<file path="src/rtl/gpu_pkg.sv">
// Shared display-path constants: default 640x480@60 raster timing and colour widths.
package gpu_pkg;

  localparam int unsigned DEF_H_VISIBLE = 640;
  localparam int unsigned DEF_H_FRONT   = 16;
  localparam int unsigned DEF_H_SYNC    = 96;
  localparam int unsigned DEF_H_BACK    = 48;
  localparam int unsigned DEF_H_TOTAL   = DEF_H_VISIBLE + DEF_H_FRONT + DEF_H_SYNC + DEF_H_BACK;

  localparam int unsigned DEF_V_VISIBLE = 480;
  localparam int unsigned DEF_V_FRONT   = 10;
  localparam int unsigned DEF_V_SYNC    = 2;
  localparam int unsigned DEF_V_BACK    = 33;
  localparam int unsigned DEF_V_TOTAL   = DEF_V_VISIBLE + DEF_V_FRONT + DEF_V_SYNC + DEF_V_BACK;

  localparam int unsigned CNT_W   = 10;
  localparam int unsigned COLOR_W = 12;
  localparam int unsigned CHAN_W  = 4;

  // 4:4:4 pixel as delivered by the display stage, red in the top nibble
  typedef struct packed {
    logic [CHAN_W-1:0] r;
    logic [CHAN_W-1:0] g;
    logic [CHAN_W-1:0] b;
  } rgb_t;

endpackage

</file>
<file path="src/rtl/gpu_clk_enable.sv">
// Integer clock-enable divider: one-clk tick every CLK_DIV system clocks.
module gpu_clk_enable #(
  parameter int unsigned CLK_DIV = 2
) (
  input  logic clk,
  input  logic rst,
  output logic tick
);

  localparam int unsigned DIV_W = (CLK_DIV > 1) ? $clog2(CLK_DIV) : 1;
  localparam logic [DIV_W-1:0] DIV_LAST = DIV_W'(CLK_DIV - 1);

  logic [DIV_W-1:0] div;

  // tick follows the clock on which the divider sits at its last count
  always_ff @(posedge clk) begin
    if (rst) begin
      div  <= '0;
      tick <= 1'b0;
    end else begin
      tick <= (div == DIV_LAST);
      div  <= (div == DIV_LAST) ? '0 : div + DIV_W'(1);
    end
  end

endmodule

</file>
<file path="src/rtl/gpu_vga_timing.sv">
// Raster counters, sync decode and the blanked RGB/sync output register for VGA.
module gpu_vga_timing
  import gpu_pkg::*;
#(
  parameter int unsigned CLK_DIV     = 2,
  parameter int unsigned H_VISIBLE   = DEF_H_VISIBLE,
  parameter int unsigned H_FRONT     = DEF_H_FRONT,
  parameter int unsigned H_SYNC      = DEF_H_SYNC,
  parameter int unsigned H_BACK      = DEF_H_BACK,
  parameter int unsigned V_VISIBLE   = DEF_V_VISIBLE,
  parameter int unsigned V_FRONT     = DEF_V_FRONT,
  parameter int unsigned V_SYNC      = DEF_V_SYNC,
  parameter int unsigned V_BACK      = DEF_V_BACK,
  parameter bit          SYNC_ACTIVE = 1'b0
) (
  input  logic               clk,
  input  logic               rst,
  output logic [CNT_W-1:0]   row,
  output logic [CNT_W-1:0]   col,
  output logic               pixelTick,
  output logic               displayActive,
  input  logic [COLOR_W-1:0] vgaIn,
  output logic [CHAN_W-1:0]  vgaR,
  output logic [CHAN_W-1:0]  vgaG,
  output logic [CHAN_W-1:0]  vgaB,
  output logic               hSync,
  output logic               vSync,
  output logic               frameStart
);

  localparam int unsigned H_TOTAL = H_VISIBLE + H_FRONT + H_SYNC + H_BACK;
  localparam int unsigned V_TOTAL = V_VISIBLE + V_FRONT + V_SYNC + V_BACK;
  // one spare bit so sync-end bounds equal to 1024 still compare correctly
  localparam int unsigned CMP_W   = CNT_W + 1;

  localparam logic [CNT_W-1:0] H_LAST = CNT_W'(H_TOTAL - 1);
  localparam logic [CNT_W-1:0] V_LAST = CNT_W'(V_TOTAL - 1);
  localparam logic [CMP_W-1:0] H_ACT  = CMP_W'(H_VISIBLE);
  localparam logic [CMP_W-1:0] V_ACT  = CMP_W'(V_VISIBLE);
  localparam logic [CMP_W-1:0] HS_BEG = CMP_W'(H_VISIBLE + H_FRONT);
  localparam logic [CMP_W-1:0] HS_END = CMP_W'(H_VISIBLE + H_FRONT + H_SYNC);
  localparam logic [CMP_W-1:0] VS_BEG = CMP_W'(V_VISIBLE + V_FRONT);
  localparam logic [CMP_W-1:0] VS_END = CMP_W'(V_VISIBLE + V_FRONT + V_SYNC);

  logic [CMP_W-1:0] col_x;
  logic [CMP_W-1:0] row_x;
  logic             h_sync_c;
  logic             v_sync_c;
  logic             col_last_c;
  logic             row_last_c;
  rgb_t             pix_c;

  gpu_clk_enable #(
    .CLK_DIV(CLK_DIV)
  ) u_clk_enable (
    .clk (clk),
    .rst (rst),
    .tick(pixelTick)
  );

  assign col_x = {1'b0, col};
  assign row_x = {1'b0, row};

  // decode of the current position; display stage colour is valid for the same position
  always_comb begin
    displayActive = 1'b0;
    h_sync_c      = ~SYNC_ACTIVE;
    v_sync_c      = ~SYNC_ACTIVE;
    col_last_c    = 1'b0;
    row_last_c    = 1'b0;
    pix_c         = '0;
    displayActive = (col_x < H_ACT) && (row_x < V_ACT);
    if ((col_x >= HS_BEG) && (col_x < HS_END)) h_sync_c = SYNC_ACTIVE;
    if ((row_x >= VS_BEG) && (row_x < VS_END)) v_sync_c = SYNC_ACTIVE;
    col_last_c = (col == H_LAST);
    row_last_c = (row == V_LAST);
    if (displayActive) pix_c = rgb_t'(vgaIn);
  end

  // counters and output register advance together, so RGB and syncs share one pixel of latency
  always_ff @(posedge clk) begin
    if (rst) begin
      row        <= '0;
      col        <= '0;
      vgaR       <= '0;
      vgaG       <= '0;
      vgaB       <= '0;
      hSync      <= ~SYNC_ACTIVE;
      vSync      <= ~SYNC_ACTIVE;
      frameStart <= 1'b0;
    end else begin
      frameStart <= 1'b0;
      if (pixelTick) begin
        vgaR  <= pix_c.r;
        vgaG  <= pix_c.g;
        vgaB  <= pix_c.b;
        hSync <= h_sync_c;
        vSync <= v_sync_c;
        if (col_last_c) begin
          col <= '0;
          if (row_last_c) begin
            row        <= '0;
            frameStart <= 1'b1;
          end else begin
            row <= row + CNT_W'(1);
          end
        end else begin
          col <= col + CNT_W'(1);
        end
      end
    end
  end

endmodule

</file>
<file path="config.mk">
export PLATFORM = sky130hd
export DESIGN_NAME = gpu_vga_timing
export DESIGN_NICKNAME = d
export VERILOG_FILES = /design/src/rtl/gpu_pkg.sv /design/src/rtl/gpu_clk_enable.sv /design/src/rtl/gpu_vga_timing.sv
export SDC_FILE = /design/constraint.sdc
export NUM_CORES = 1
export LEC_CHECK = 0
export ABC_AREA = 1
export CAP_MARGIN = 10
export CORE_MARGIN = 4
export CORE_UTILIZATION = 37
export CTS_CLUSTER_DIAMETER = 30
export DETAILED_ROUTE_END_ITERATION = 10
export SLEW_MARGIN = 20
export SYNTH_ARGS = -nofsm -noshare
export SYNTH_HDL_FRONTEND = slang
export SYNTH_SLANG_ARGS = --single-unit
</file>
<file path="constraint.sdc">
create_clock -name clk -period 1.8 [get_ports clk]
set_input_delay 0.36 -clock clk [delete_from_list [all_inputs] [get_ports clk]]
set_output_delay 0.36 -clock clk [all_outputs]
set_load 0.01 [all_outputs]
</file>
======== Word-level counts from Yosys, hierarchy flattened ========
Cells that the tools add are included.
word-level totals
  memory bits (writable) .................. 0
  memories kept ........................... 0
  bits in latches ......................... 0
  word-level logic and storage cells ...... 35
  ROM bits ................................ 0
  register bits after elaboration ......... 37
  bits of input ports ..................... 14
operators by class
  multiply operators ...................... 0
  mux-type cells .......................... 6
  bitwise operators ....................... 2
  add/subtract/negate cells ............... 3
  div/mod/pow operators ................... 0
  eq/ne operators ......................... 2
  reduce and logical (&&, ||, !) cells .... 6
  order comparisons ....................... 6
  shift-type cells ........................ 0
operators with widths
  cell                   number
  $add 10x1->10 const B  2
  $eq 10x10->1 const B   2
  $lt 10x10->1 const B   2
  $lt 10x9->1 const B    2
  $mux 10                2
  $mux 12                1
  $ge 10x10->1 const B   1
  $ge 10x9->1 const B    1
  $logic_and 1x1->1      3
  $mux 1                 3
  $reduce_or 3->1        1
  $not 1->1              2
  $reduce_and 2->1       1
  $reduce_or 2->1        1
  $add 1x1->1 const B    1

======== Longest topological paths before layout ========
Gate-level depths: netlist of the first run.
  depth after elaboration ................. 3
  mapped depth ............................ 9
  mapped depth without buffers ............ 9

======== Hierarchy ========
Synthesis of the first run repeated with hierarchy kept, for this count alone.
unflattened totals
  cells, all modules ...................... 250
  area total of the unflattened synthesis .. 1,815.5 µm²
modules (own cells, without submodules)
  module          seq. area each (µm²)  instances  cells each  area an instance (µm²)
  gpu_vga_timing  700.7                 1          245         1,761.7
  gpu_clk_enable  40.0                  1          5           53.8

======== Least setup slack after synthesis of the first run ========
Ideal clock, no wire load.
  kind .................................... reg-to-reg
  start ................................... register col[0]
  end ..................................... register row[8]
  path buffers ............................ 1
  cell stages (with the launch flop) ...... 10
  period minus slack after synthesis ...... 1,414 ps
  setup time .............................. 132 ps
  path slack .............................. 386 ps
  data arrival time ....................... 1,282 ps
  path through ............................ dfxtp_1 ha_1 nand2_1 inv_1 nand3_4 nor2_8 buf_8 nand2_1 nand2_1 a21oi_2
between the ends
  longest elaborated chain between the ends .. 2
RTL lines
  item                               line                   source
  start, declared                    gpu_vga_timing.sv:19   output logic [CNT_W-1:0] col,
  start signal, assigned             gpu_vga_timing.sv:108  col <= col + CNT_W'(1);
  $eq 10x10->1                       gpu_vga_timing.sv:75   col_last_c = (col == H_LAST);
  $reduce_and 2->1 (no source line)  --
  end signal, assigned               gpu_vga_timing.sv:105  row <= row + CNT_W'(1);
  end, declared                      gpu_vga_timing.sv:18   output logic [CNT_W-1:0] row,
No other way between the ends.
A chain may end at the register's enable or synchronous reset.

======== Worst setup path after layout of the first run ========
  start ................................... register col[4]
  end ..................................... output port col[4]
No word-level cell between the ends.

==> flow_results.xml, run 1 <==
<?xml version="1.0" encoding="UTF-8"?>
<metrics>
  <group name="synthesis">
    <metric name="postSynthAreaPerCell" unit="um^2">7.122</metric>
    <metric name="synthesis.instances" unit="">263</metric>
    <metric name="synthesized_net_count" unit="">281</metric>
    <metric name="post_synth_main_area_contributors" unit="">sky130_fd_sc_hd__dfxtp_1, sky130_fd_sc_hd__nand2_1, sky130_fd_sc_hd__nor2_1</metric>
    <metric name="yosysWarningCount" unit="">0</metric>
    <metric name="ys_seq_elements" unit="">37</metric>
    <metric name="top_ff_cell_synth" unit="">sky130_fd_sc_hd__dfxtp_1</metric>
    <metric name="synth_cell_types" unit="">28</metric>
    <metric name="netlist_top_cells_count" unit="">sky130_fd_sc_hd__nand2_1, sky130_fd_sc_hd__nor2_1, sky130_fd_sc_hd__dfxtp_1</metric>
    <metric name="post-synth-top-area-fraction" unit="">0.3955</metric>
    <metric name="netlist_area" unit="um^2">1873</metric>
    <metric name="yosys.cell_count.top_type" unit="">sky130_fd_sc_hd__nand2_1</metric>
    <metric name="synth-edff-count" unit="">0</metric>
    <metric name="synth.largest_area_cell" unit="">sky130_fd_sc_hd__dfxtp_1</metric>
    <metric name="ys_async_sr_fraction" unit="">0</metric>
    <metric name="synth-seq-area-share" unit="">0.3955</metric>
  </group>
  <group name="setup_path">
    <metric name="worstSetupEndpointType" unit="">output port</metric>
    <metric name="r2r-end" unit="">row[0]</metric>
    <metric name="setup.reg_to_reg.worst_slack" unit="ns">0.23</metric>
    <metric name="crit_type" unit="">flip-flop to output port</metric>
    <metric name="crit_path_start_kind" unit="">flip-flop</metric>
    <metric name="timing.critical_path.buf_inv" unit="">1</metric>
    <metric name="critical_path_peak_fanout" unit="">8</metric>
    <metric name="critPathRequiredTime" unit="ns">1.44</metric>
    <metric name="timing.critical_path.cells" unit="">clkdlybuf4s50_1</metric>
    <metric name="gate_family_responsible_for_the_most_delay_along_the_worst_path" unit="">buffers and inverters</metric>
    <metric name="critPathMaxStageDelay" unit="ns">0.59</metric>
    <metric name="cp_data_arrival_time" unit="ns">1.36</metric>
    <metric name="crit_path_top_delay_cell" unit="">sky130_fd_sc_hd__clkdlybuf4s50_1</metric>
    <metric name="r2r_start" unit="">col[1]</metric>
    <metric name="number_of_cells_on_the_worst_reg_to_reg_path" unit="">8</metric>
  </group>
  <group name="floorplan">
    <metric name="fp.dieArea" unit="um^2">6265</metric>
    <metric name="die_x" unit="um">79.15</metric>
    <metric name="rows" unit="">25</metric>
    <metric name="die_height" unit="um">79.15</metric>
    <metric name="fp.coreArea" unit="um^2">4817</metric>
    <metric name="initial_util" unit="">0.3888</metric>
    <metric name="io_pins" unit="">51</metric>
  </group>
  <group name="finish">
    <metric name="layout-drive-gt1-share" unit="">0.1411</metric>
    <metric name="final_core_util" unit="">0.5478</metric>
    <metric name="number_of_standard_cells_in_the_layout_taps_in_and_fillers_out" unit="">393</metric>
    <metric name="num_antenna_cells" unit="">0</metric>
    <metric name="design_area" unit="um^2">2639</metric>
    <metric name="final_nets" unit="">344</metric>
    <metric name="layout-area-overhead-vs-synth" unit="%">40.88</metric>
  </group>
  <group name="clock_network">
    <metric name="htree_num_levels" unit="">2</metric>
    <metric name="clock_tree_from_tritoncts" unit="">yes</metric>
    <metric name="holdBufCountCts" unit="">0</metric>
    <metric name="cts.clk_slew.worst_paths" unit="ns">0.07</metric>
    <metric name="cts_sinks" unit="">37</metric>
    <metric name="tritoncts.num_buffers" unit="">5</metric>
    <metric name="cts_max_path_buffers" unit="">2</metric>
    <metric name="clock_tree_root_driver_cell" unit="">sky130_fd_sc_hd__clkbuf_8</metric>
    <metric name="clkLatencyLatePin" unit="ns">0.29</metric>
  </group>
  <group name="placement">
    <metric name="detailed_place.area" unit="um^2">2521</metric>
    <metric name="hpwl" unit="um">3690</metric>
    <metric name="placement.io_buffers" unit="">50</metric>
    <metric name="gp_routability_congestion" unit="">0.8079</metric>
    <metric name="post-place-cells" unit="">386</metric>
  </group>
  <group name="power_and_ir_drop">
    <metric name="vdd_drop_max" unit="V">0.0003983</metric>
    <metric name="power_leakage" unit="nW">1.051</metric>
    <metric name="switchingPower" unit="uW">389.1</metric>
    <metric name="comb_power_share" unit="">0.092</metric>
    <metric name="seqPwrFrac" unit="">0.498</metric>
    <metric name="clock_power_share" unit="">0.410</metric>
    <metric name="power_density" unit="nW/um^2">652.8</metric>
    <metric name="cell_internal_pwr" unit="mW">1.333</metric>
    <metric name="switching_share" unit="">0.2259</metric>
  </group>
  <group name="hold_path">
    <metric name="holdCritStartpoint" unit="">u_clk_enable.div</metric>
    <metric name="min-delay-path-class" unit="">flip-flop to flip-flop</metric>
    <metric name="timing.hold.worst_path_depth" unit="">2</metric>
    <metric name="timing.hold.worst_endpoint" unit="">u_clk_enable.tick</metric>
  </group>
  <group name="timing">
    <metric name="timing.fmax" unit="MHz">582.7</metric>
    <metric name="min_period_over_period" unit="">0.9534</metric>
    <metric name="report.final.setup_viol" unit="">0</metric>
    <metric name="max_slew_margin" unit="">0.6546</metric>
    <metric name="min_period" unit="ns">1.716</metric>
    <metric name="final.setup.tns" unit="ns">0</metric>
    <metric name="clock_skew" unit="ns">0.009042</metric>
    <metric name="rsz0062_at_grt" unit="">false</metric>
    <metric name="hold_viol" unit="">0</metric>
    <metric name="timing_worst_slew_pin_value" unit="ns">0.5175</metric>
    <metric name="slew_viol_final" unit="">0</metric>
  </group>
  <group name="global_routing">
    <metric name="groute.usage.overall" unit="">0.1641</metric>
    <metric name="number_of_antenna_violations_at_the_first_check_in_global_routing" unit="">0</metric>
    <metric name="grt_start_max_net_pins" unit="">26</metric>
    <metric name="gr-total-overflow" unit="">0</metric>
    <metric name="global_route_wire_length_before_repair" unit="um">8031</metric>
    <metric name="first_global_vias" unit="">1733</metric>
  </group>
  <group name="run_status">
    <metric name="run_status" unit="">finished clean</metric>
  </group>
  <group name="routing">
    <metric name="vias_per_cell" unit="">4.776</metric>
    <metric name="drt_first_pass_iters" unit="">4</metric>
    <metric name="violation_count_after_the_first_detailed_routing_iteration" unit="">81</metric>
    <metric name="via_count" unit="">1877</metric>
    <metric name="drt.antenna.violating_nets" unit="">0</metric>
    <metric name="wire_per_inst" unit="um">12.52</metric>
    <metric name="detail_route.drc_violations" unit="">0</metric>
    <metric name="routed_wl" unit="um">4920</metric>
  </group>
  <group name="flow_run">
    <metric name="max_cap_viol_count" unit="">0</metric>
  </group>
</metrics>
==> stage by stage <==
stage,setup WS (ns),hold WS (ns),power [mW]
finish,0.08386,0.4196,1.722
floorplan,0.3862,0.3925,0.9397
global placement,0.1032,0.4004,1.034
global route,0.01189,0.4482,1.801
CTS,0.03226,0.4170,1.749
detailed placement,0.08509,0.4055,1.037
==> placed cells by master (no fill, tap or decap), types with 3 or more instances in the layout <==
| cell type | instances |
|---|---|
| sky130_fd_sc_hd__nand3_2 | 4 |
| sky130_fd_sc_hd__inv_1 | 30 |
| sky130_fd_sc_hd__a21oi_1 | 19 |
| sky130_fd_sc_hd__clkbuf_8 | 5 |
| sky130_fd_sc_hd__dfxtp_1 | 36 |
| sky130_fd_sc_hd__o21ai_0 | 17 |
| sky130_fd_sc_hd__a21oi_2 | 4 |
| sky130_fd_sc_hd__clkdlybuf4s50_1 | 49 |
| sky130_fd_sc_hd__nor2_1 | 37 |
| sky130_fd_sc_hd__nand4_1 | 6 |
| sky130_fd_sc_hd__buf_4 | 15 |
| sky130_fd_sc_hd__nand2_1 | 47 |
| sky130_fd_sc_hd__ha_1 | 4 |
| sky130_fd_sc_hd__nor3_1 | 5 |
| sky130_fd_sc_hd__nor2_2 | 3 |
| sky130_fd_sc_hd__nand3_1 | 24 |
==> kinds of logic after synthesis <==
kind of cell	share of synthesized area
flip-flops	0.3955
XOR/XNOR	0.009354
buffers and inverters	0.09284
adder cells (fa/ha/maj)	0.02672
AND/OR/NAND/NOR	0.3507
AO/OA/AOI/OAI	0.1249
==> what timing repair did <==
action | CTS | global route
gates resized for setup | 1 | 4
setup endpoints to repair | 1 | 11
endpoints found under the hold margin | 0 | 0
setup buffers | 0 | 0
==> flip-flops by register name, indices dropped and copies added, names as in the netlist <==
| register | flops |
|---|---|
| vSync | 1 |
| u_clk_enable.tick | 1 |
| vgaB | 4 |
| u_clk_enable.div | 1 |
| vgaG | 4 |
| hSync | 1 |
| frameStart | 1 |
| col | 10 |
| vgaR | 4 |
| row | 10 |
==> power by group through the flow <==
stage	Combinational [mW]	Clock, mW	Sequential, mW
CTS	0.162	0.730	0.857
floorplan	0.0560	0	0.884
global placement	0.159	0	0.876
detailed placement	0.161	0	0.876
finish	0.159	0.706	0.857
global route	0.173	0.767	0.861
==> routing by layer <==
layer	up-vias	global-route usage	routed length, um
met4	0	0.07045	97
met3	8	0.03515	150
li1	980	-	-
met5	-	0	0
met2	36	0.2660	2328
met1	853	0.2095	2344
==> worst max-delay path by stage <==
| stage | start | end | cells after the start |
|---|---|---|---|
| floorplan | col[0] | row[8] | 9 |
| global placement | col[8] | displayActive | 4 |
| global route | col[8] | displayActive | 4 |
| finish | col[4] | col[4] | 1 |
| detailed placement | col[9] | vgaG[1] | 6 |
| CTS | u_clk_enable.tick | pixelTick | 1 |
==> area by class of cell <==
type / count / area [um^2]
flip-flops and latches: 37 / 742.0
inverters: 33 / 125.1
clock buffers: 5 / 68.82
repair buffers: 65 / 611.8
well taps: 67 / 83.83
fillers: 491 / 2178
clock inverters: 2 / 35.03
multi-input cells: 184 / 972.2
Note: power is estimated with default switching activity, not from simulation.
==> run 2, diff against run 1 <==
--- a/config.mk
+++ b/config.mk
@@ -5,12 +5,13 @@
 export SDC_FILE = /design/constraint.sdc
 export NUM_CORES = 1
 export LEC_CHECK = 0
-export ABC_AREA = 1
 export CAP_MARGIN = 10
-export CORE_MARGIN = 4
+export CORE_MARGIN = 1.5
 export CORE_UTILIZATION = 37
 export CTS_CLUSTER_DIAMETER = 30
 export DETAILED_ROUTE_END_ITERATION = 10
+export GPL_TIMING_DRIVEN = 1
+export PLACE_DENSITY = 0.65
 export SLEW_MARGIN = 20
 export SYNTH_ARGS = -nofsm -noshare
 export SYNTH_HDL_FRONTEND = slang
==> run 2 against run 1 <==
Net effect:
- synthesized cell count decreased by 27%
- non-clock buffer count fell by 2
- sequential power shrank 2%
- worst setup slack got worse by 0.027 ns
- largest cell class unchanged
- largest power group unchanged
- highest routed layer unchanged
==> flow_results.xml, run 2 <==
<?xml version="1.0" encoding="UTF-8"?>
<metrics>
  <group name="timing">
    <metric name="min_period" unit="ns">1.743</metric>
    <metric name="hold_viol" unit="">0</metric>
    <metric name="rsz0062_at_grt" unit="">false</metric>
    <metric name="max_slew_margin" unit="">0.7663</metric>
    <metric name="final.setup.tns" unit="ns">0</metric>
    <metric name="timing.fmax" unit="MHz">573.8</metric>
    <metric name="timing_worst_slew_pin_value" unit="ns">0.3473</metric>
    <metric name="min_period_over_period" unit="">0.9682</metric>
    <metric name="report.final.setup_viol" unit="">0</metric>
    <metric name="slew_viol_final" unit="">0</metric>
    <metric name="clock_skew" unit="ns">0.009919</metric>
  </group>
  <group name="finish">
    <metric name="final_common_cell" unit="">sky130_fd_sc_hd__clkdlybuf4s50_1</metric>
    <metric name="design_area" unit="um^2">2407</metric>
    <metric name="final_nets" unit="">270</metric>
    <metric name="largest_registers" unit="">col x10, row x10</metric>
    <metric name="multi_input_comb_area" unit="um^2">890.9</metric>
    <metric name="layout-drive-gt1-share" unit="">0.1151</metric>
    <metric name="commonest_non_fill_non_tap_cells_in_the_layout" unit="">sky130_fd_sc_hd__clkdlybuf4s50_1, sky130_fd_sc_hd__dfxtp_1, sky130_fd_sc_hd__nor2_1</metric>
    <metric name="num_antenna_cells" unit="">0</metric>
    <metric name="num-fill-cells" unit="">411</metric>
    <metric name="layout-area-overhead-vs-synth" unit="%">41.57</metric>
    <metric name="sequential_cell_area" unit="um^2">742.0</metric>
  </group>
  <group name="setup_path">
    <metric name="crit_path_top_delay_cell" unit="">sky130_fd_sc_hd__clkdlybuf4s50_1</metric>
    <metric name="crit_type" unit="">flip-flop to output port</metric>
    <metric name="worstSetupEndpointType" unit="">output port</metric>
    <metric name="crit_path_start_kind" unit="">flip-flop</metric>
    <metric name="critical_path_peak_fanout" unit="">4</metric>
    <metric name="critPathRequiredTime" unit="ns">1.44</metric>
    <metric name="gate_family_responsible_for_the_most_delay_along_the_worst_path" unit="">buffers and inverters</metric>
    <metric name="critPathMaxStageDelay" unit="ns">0.60</metric>
    <metric name="cp_data_arrival_time" unit="ns">1.38</metric>
    <metric name="timing.critical_path.cells" unit="">clkdlybuf4s50_1</metric>
    <metric name="timing.critical_path.buf_inv" unit="">1</metric>
  </group>
  <group name="synthesis">
    <metric name="netlist_top_cells_count" unit="">sky130_fd_sc_hd__dfxtp_1, sky130_fd_sc_hd__nor2_1, sky130_fd_sc_hd__a21oi_1</metric>
    <metric name="synth_cell_types" unit="">37</metric>
    <metric name="top_ff_cell_synth" unit="">sky130_fd_sc_hd__dfxtp_1</metric>
    <metric name="ys_async_sr_fraction" unit="">0</metric>
    <metric name="post_synth_main_area_contributors" unit="">sky130_fd_sc_hd__dfxtp_1, sky130_fd_sc_hd__nor2_1, sky130_fd_sc_hd__nor2b_1</metric>
    <metric name="ys_seq_elements" unit="">37</metric>
    <metric name="postSynthAreaPerCell" unit="um^2">8.903</metric>
    <metric name="yosys.cell_count.top_type" unit="">sky130_fd_sc_hd__dfxtp_1</metric>
    <metric name="synth-edff-count" unit="">0</metric>
    <metric name="netlist_area" unit="um^2">1700</metric>
    <metric name="synthesized_net_count" unit="">209</metric>
    <metric name="synth.largest_area_cell" unit="">sky130_fd_sc_hd__dfxtp_1</metric>
    <metric name="synthesis.instances" unit="">191</metric>
    <metric name="yosysWarningCount" unit="">0</metric>
    <metric name="post-synth-top-area-fraction" unit="">0.4356</metric>
    <metric name="synth-seq-area-share" unit="">0.4356</metric>
  </group>
  <group name="global_routing">
    <metric name="first_global_vias" unit="">1421</metric>
    <metric name="grt_start_max_net_pins" unit="">21</metric>
    <metric name="number_of_antenna_violations_at_the_first_check_in_global_routing" unit="">0</metric>
    <metric name="gr-total-overflow" unit="">0</metric>
    <metric name="groute.usage.overall" unit="">0.1694</metric>
    <metric name="global_route_wire_length_before_repair" unit="um">6734</metric>
  </group>
  <group name="power_and_ir_drop">
    <metric name="power_density" unit="nW/um^2">647.4</metric>
    <metric name="power_leakage" unit="nW">0.8756</metric>
    <metric name="vdd_drop_max" unit="V">0.0004522</metric>
  </group>
  <group name="clock_network">
    <metric name="post-cts-setup-buffers" unit="">0</metric>
    <metric name="clock_tree_from_tritoncts" unit="">yes</metric>
    <metric name="cts_max_path_buffers" unit="">2</metric>
    <metric name="clkLatencyLatePin" unit="ns">0.29</metric>
    <metric name="clock_tree_root_driver_cell" unit="">sky130_fd_sc_hd__clkbuf_8</metric>
    <metric name="cts.clk_slew.worst_paths" unit="ns">0.07</metric>
    <metric name="htree_num_levels" unit="">2</metric>
    <metric name="tritoncts.num_buffers" unit="">5</metric>
    <metric name="cts_sinks" unit="">37</metric>
  </group>
  <group name="routing">
    <metric name="via_count" unit="">1533</metric>
    <metric name="detail_route.drc_violations" unit="">0</metric>
    <metric name="wire_per_inst" unit="um">13.47</metric>
    <metric name="violation_count_after_the_first_detailed_routing_iteration" unit="">121</metric>
    <metric name="routed_wl" unit="um">4094</metric>
    <metric name="drt.antenna.violating_nets" unit="">0</metric>
    <metric name="vias_per_cell" unit="">5.043</metric>
    <metric name="drt_first_pass_iters" unit="">4</metric>
  </group>
  <group name="placement">
    <metric name="gp_routability_congestion" unit="">0.8124</metric>
    <metric name="placement.io_buffers" unit="">50</metric>
    <metric name="hpwl" unit="um">2983</metric>
    <metric name="detailed_place.area" unit="um^2">2316</metric>
  </group>
  <group name="flow_run">
    <metric name="max_cap_viol_count" unit="">0</metric>
  </group>
  <group name="hold_path">
    <metric name="min-delay-path-class" unit="">flip-flop to flip-flop</metric>
  </group>
  <group name="floorplan">
    <metric name="fp.coreArea" unit="um^2">4384</metric>
    <metric name="rows" unit="">24</metric>
    <metric name="io_pins" unit="">51</metric>
    <metric name="die_x" unit="um">70.79</metric>
    <metric name="initial_util" unit="">0.3878</metric>
    <metric name="die_height" unit="um">70.79</metric>
    <metric name="fp.dieArea" unit="um^2">5011</metric>
  </group>
  <group name="run_status">
    <metric name="run_status" unit="">finished clean</metric>
  </group>
</metrics>
==> run 2: cell types whose count changed in the layout (fill, tap and decap cells not counted), moves of 4 or more <==
cell and change:
sky130_fd_sc_hd__a21oi_1 -4, sky130_fd_sc_hd__a21oi_2 -4, sky130_fd_sc_hd__inv_1 -24, sky130_fd_sc_hd__nand2_1 -43, sky130_fd_sc_hd__nand3_1 -19, sky130_fd_sc_hd__nand3_2 -4, sky130_fd_sc_hd__nor2b_1 +13, sky130_fd_sc_hd__o21ai_0 -14
sky130_fd_sc_hd__or3_1 +4, sky130_fd_sc_hd__xnor2_1 +9
==> run 2: cells by family (layout without fill, tap and decap cells) <==
family | after synthesis | after routing | synth area share
adder cells (fa/ha/maj) | 4 | 4 | 0.02943
flip-flops | 37 | 37 | 0.4356
multiplexers | 2 | 2 | 0.01177
XOR/XNOR | 14 | 14 | 0.07211
AO/OA/AOI/OAI | 23 | 23 | 0.08095
AND/OR/NAND/NOR | 96 | 96 | 0.3289
buffers and inverters | 15 | 76 | 0.04120
==> run 2: final timing paths <==
path | cells after the start | end | slack, ns | from
setup / recovery | 1 | col[5] | 0.06 | col[5]
hold / removal | 1 | u_clk_enable.div | 0.41 | u_clk_enable.div
setup reg to reg | 5 | row[9] | 0.20 | col[1]
hold reg to reg | 1 | u_clk_enable.div | 0.41 | u_clk_enable.div
==> run 2: what timing repair did <==
item,CTS,global route
endpoints found under the setup margin,1,2
hold endpoints to repair,0,0
gates cloned,0,0
hold buffers,0,0
resized for setup,1,2
==> run 2: power by group <==
part | internal (mW) | switching [mW]
clock | 0.302 | 0.279
sequential | 0.834 | 0.00843
combinational | 0.0770 | 0.0569
==> run 2: cell type report <==
cell class | count | area share
flip-flops and latches | 37 | 0.3082
clock buffers | 6 | 0.03430
clock inverters | 1 | 0.003119
repair buffers | 63 | 0.2479
inverters | 6 | 0.009356
well taps | 52 | 0.02703
multi-input cells | 139 | 0.3701
==> run 2: layer usage <==
metal  global-route usage  share of wire
met4              0.06499          0.013
met2               0.2721           0.46
met3              0.03846          0.053
met5                    0              0
met1               0.2224           0.47
==> run 2: stage by stage <==
step	power, mW	cells	setup slack [ns]	hold WS [ns]	utilization
after floorplan	0.9186	191	0.2054	0.3845	-
after global placement	0.9954	297	0.1984	0.3920	0.5283
after detailed placement	0.9963	297	0.1816	0.3978	0.5283
after CTS	1.573	304	0.02762	0.4080	0.5485
after global routing	1.620	304	0.01898	0.4321	0.5491
final	1.559	304	0.05730	0.4122	0.5491
==> run 3, diff against run 2 <==
--- a/config.mk
+++ b/config.mk
@@ -9,10 +9,11 @@
 export CORE_MARGIN = 1.5
 export CORE_UTILIZATION = 37
 export CTS_CLUSTER_DIAMETER = 30
+export CTS_CLUSTER_SIZE = 8
 export DETAILED_ROUTE_END_ITERATION = 10
 export GPL_TIMING_DRIVEN = 1
 export PLACE_DENSITY = 0.65
-export SLEW_MARGIN = 20
+export SLEW_MARGIN = 30
 export SYNTH_ARGS = -nofsm -noshare
 export SYNTH_HDL_FRONTEND = slang
 export SYNTH_SLANG_ARGS = --single-unit
==> results of run 3 <==
Final layout, timing and power as in run 2 (identical DEF).
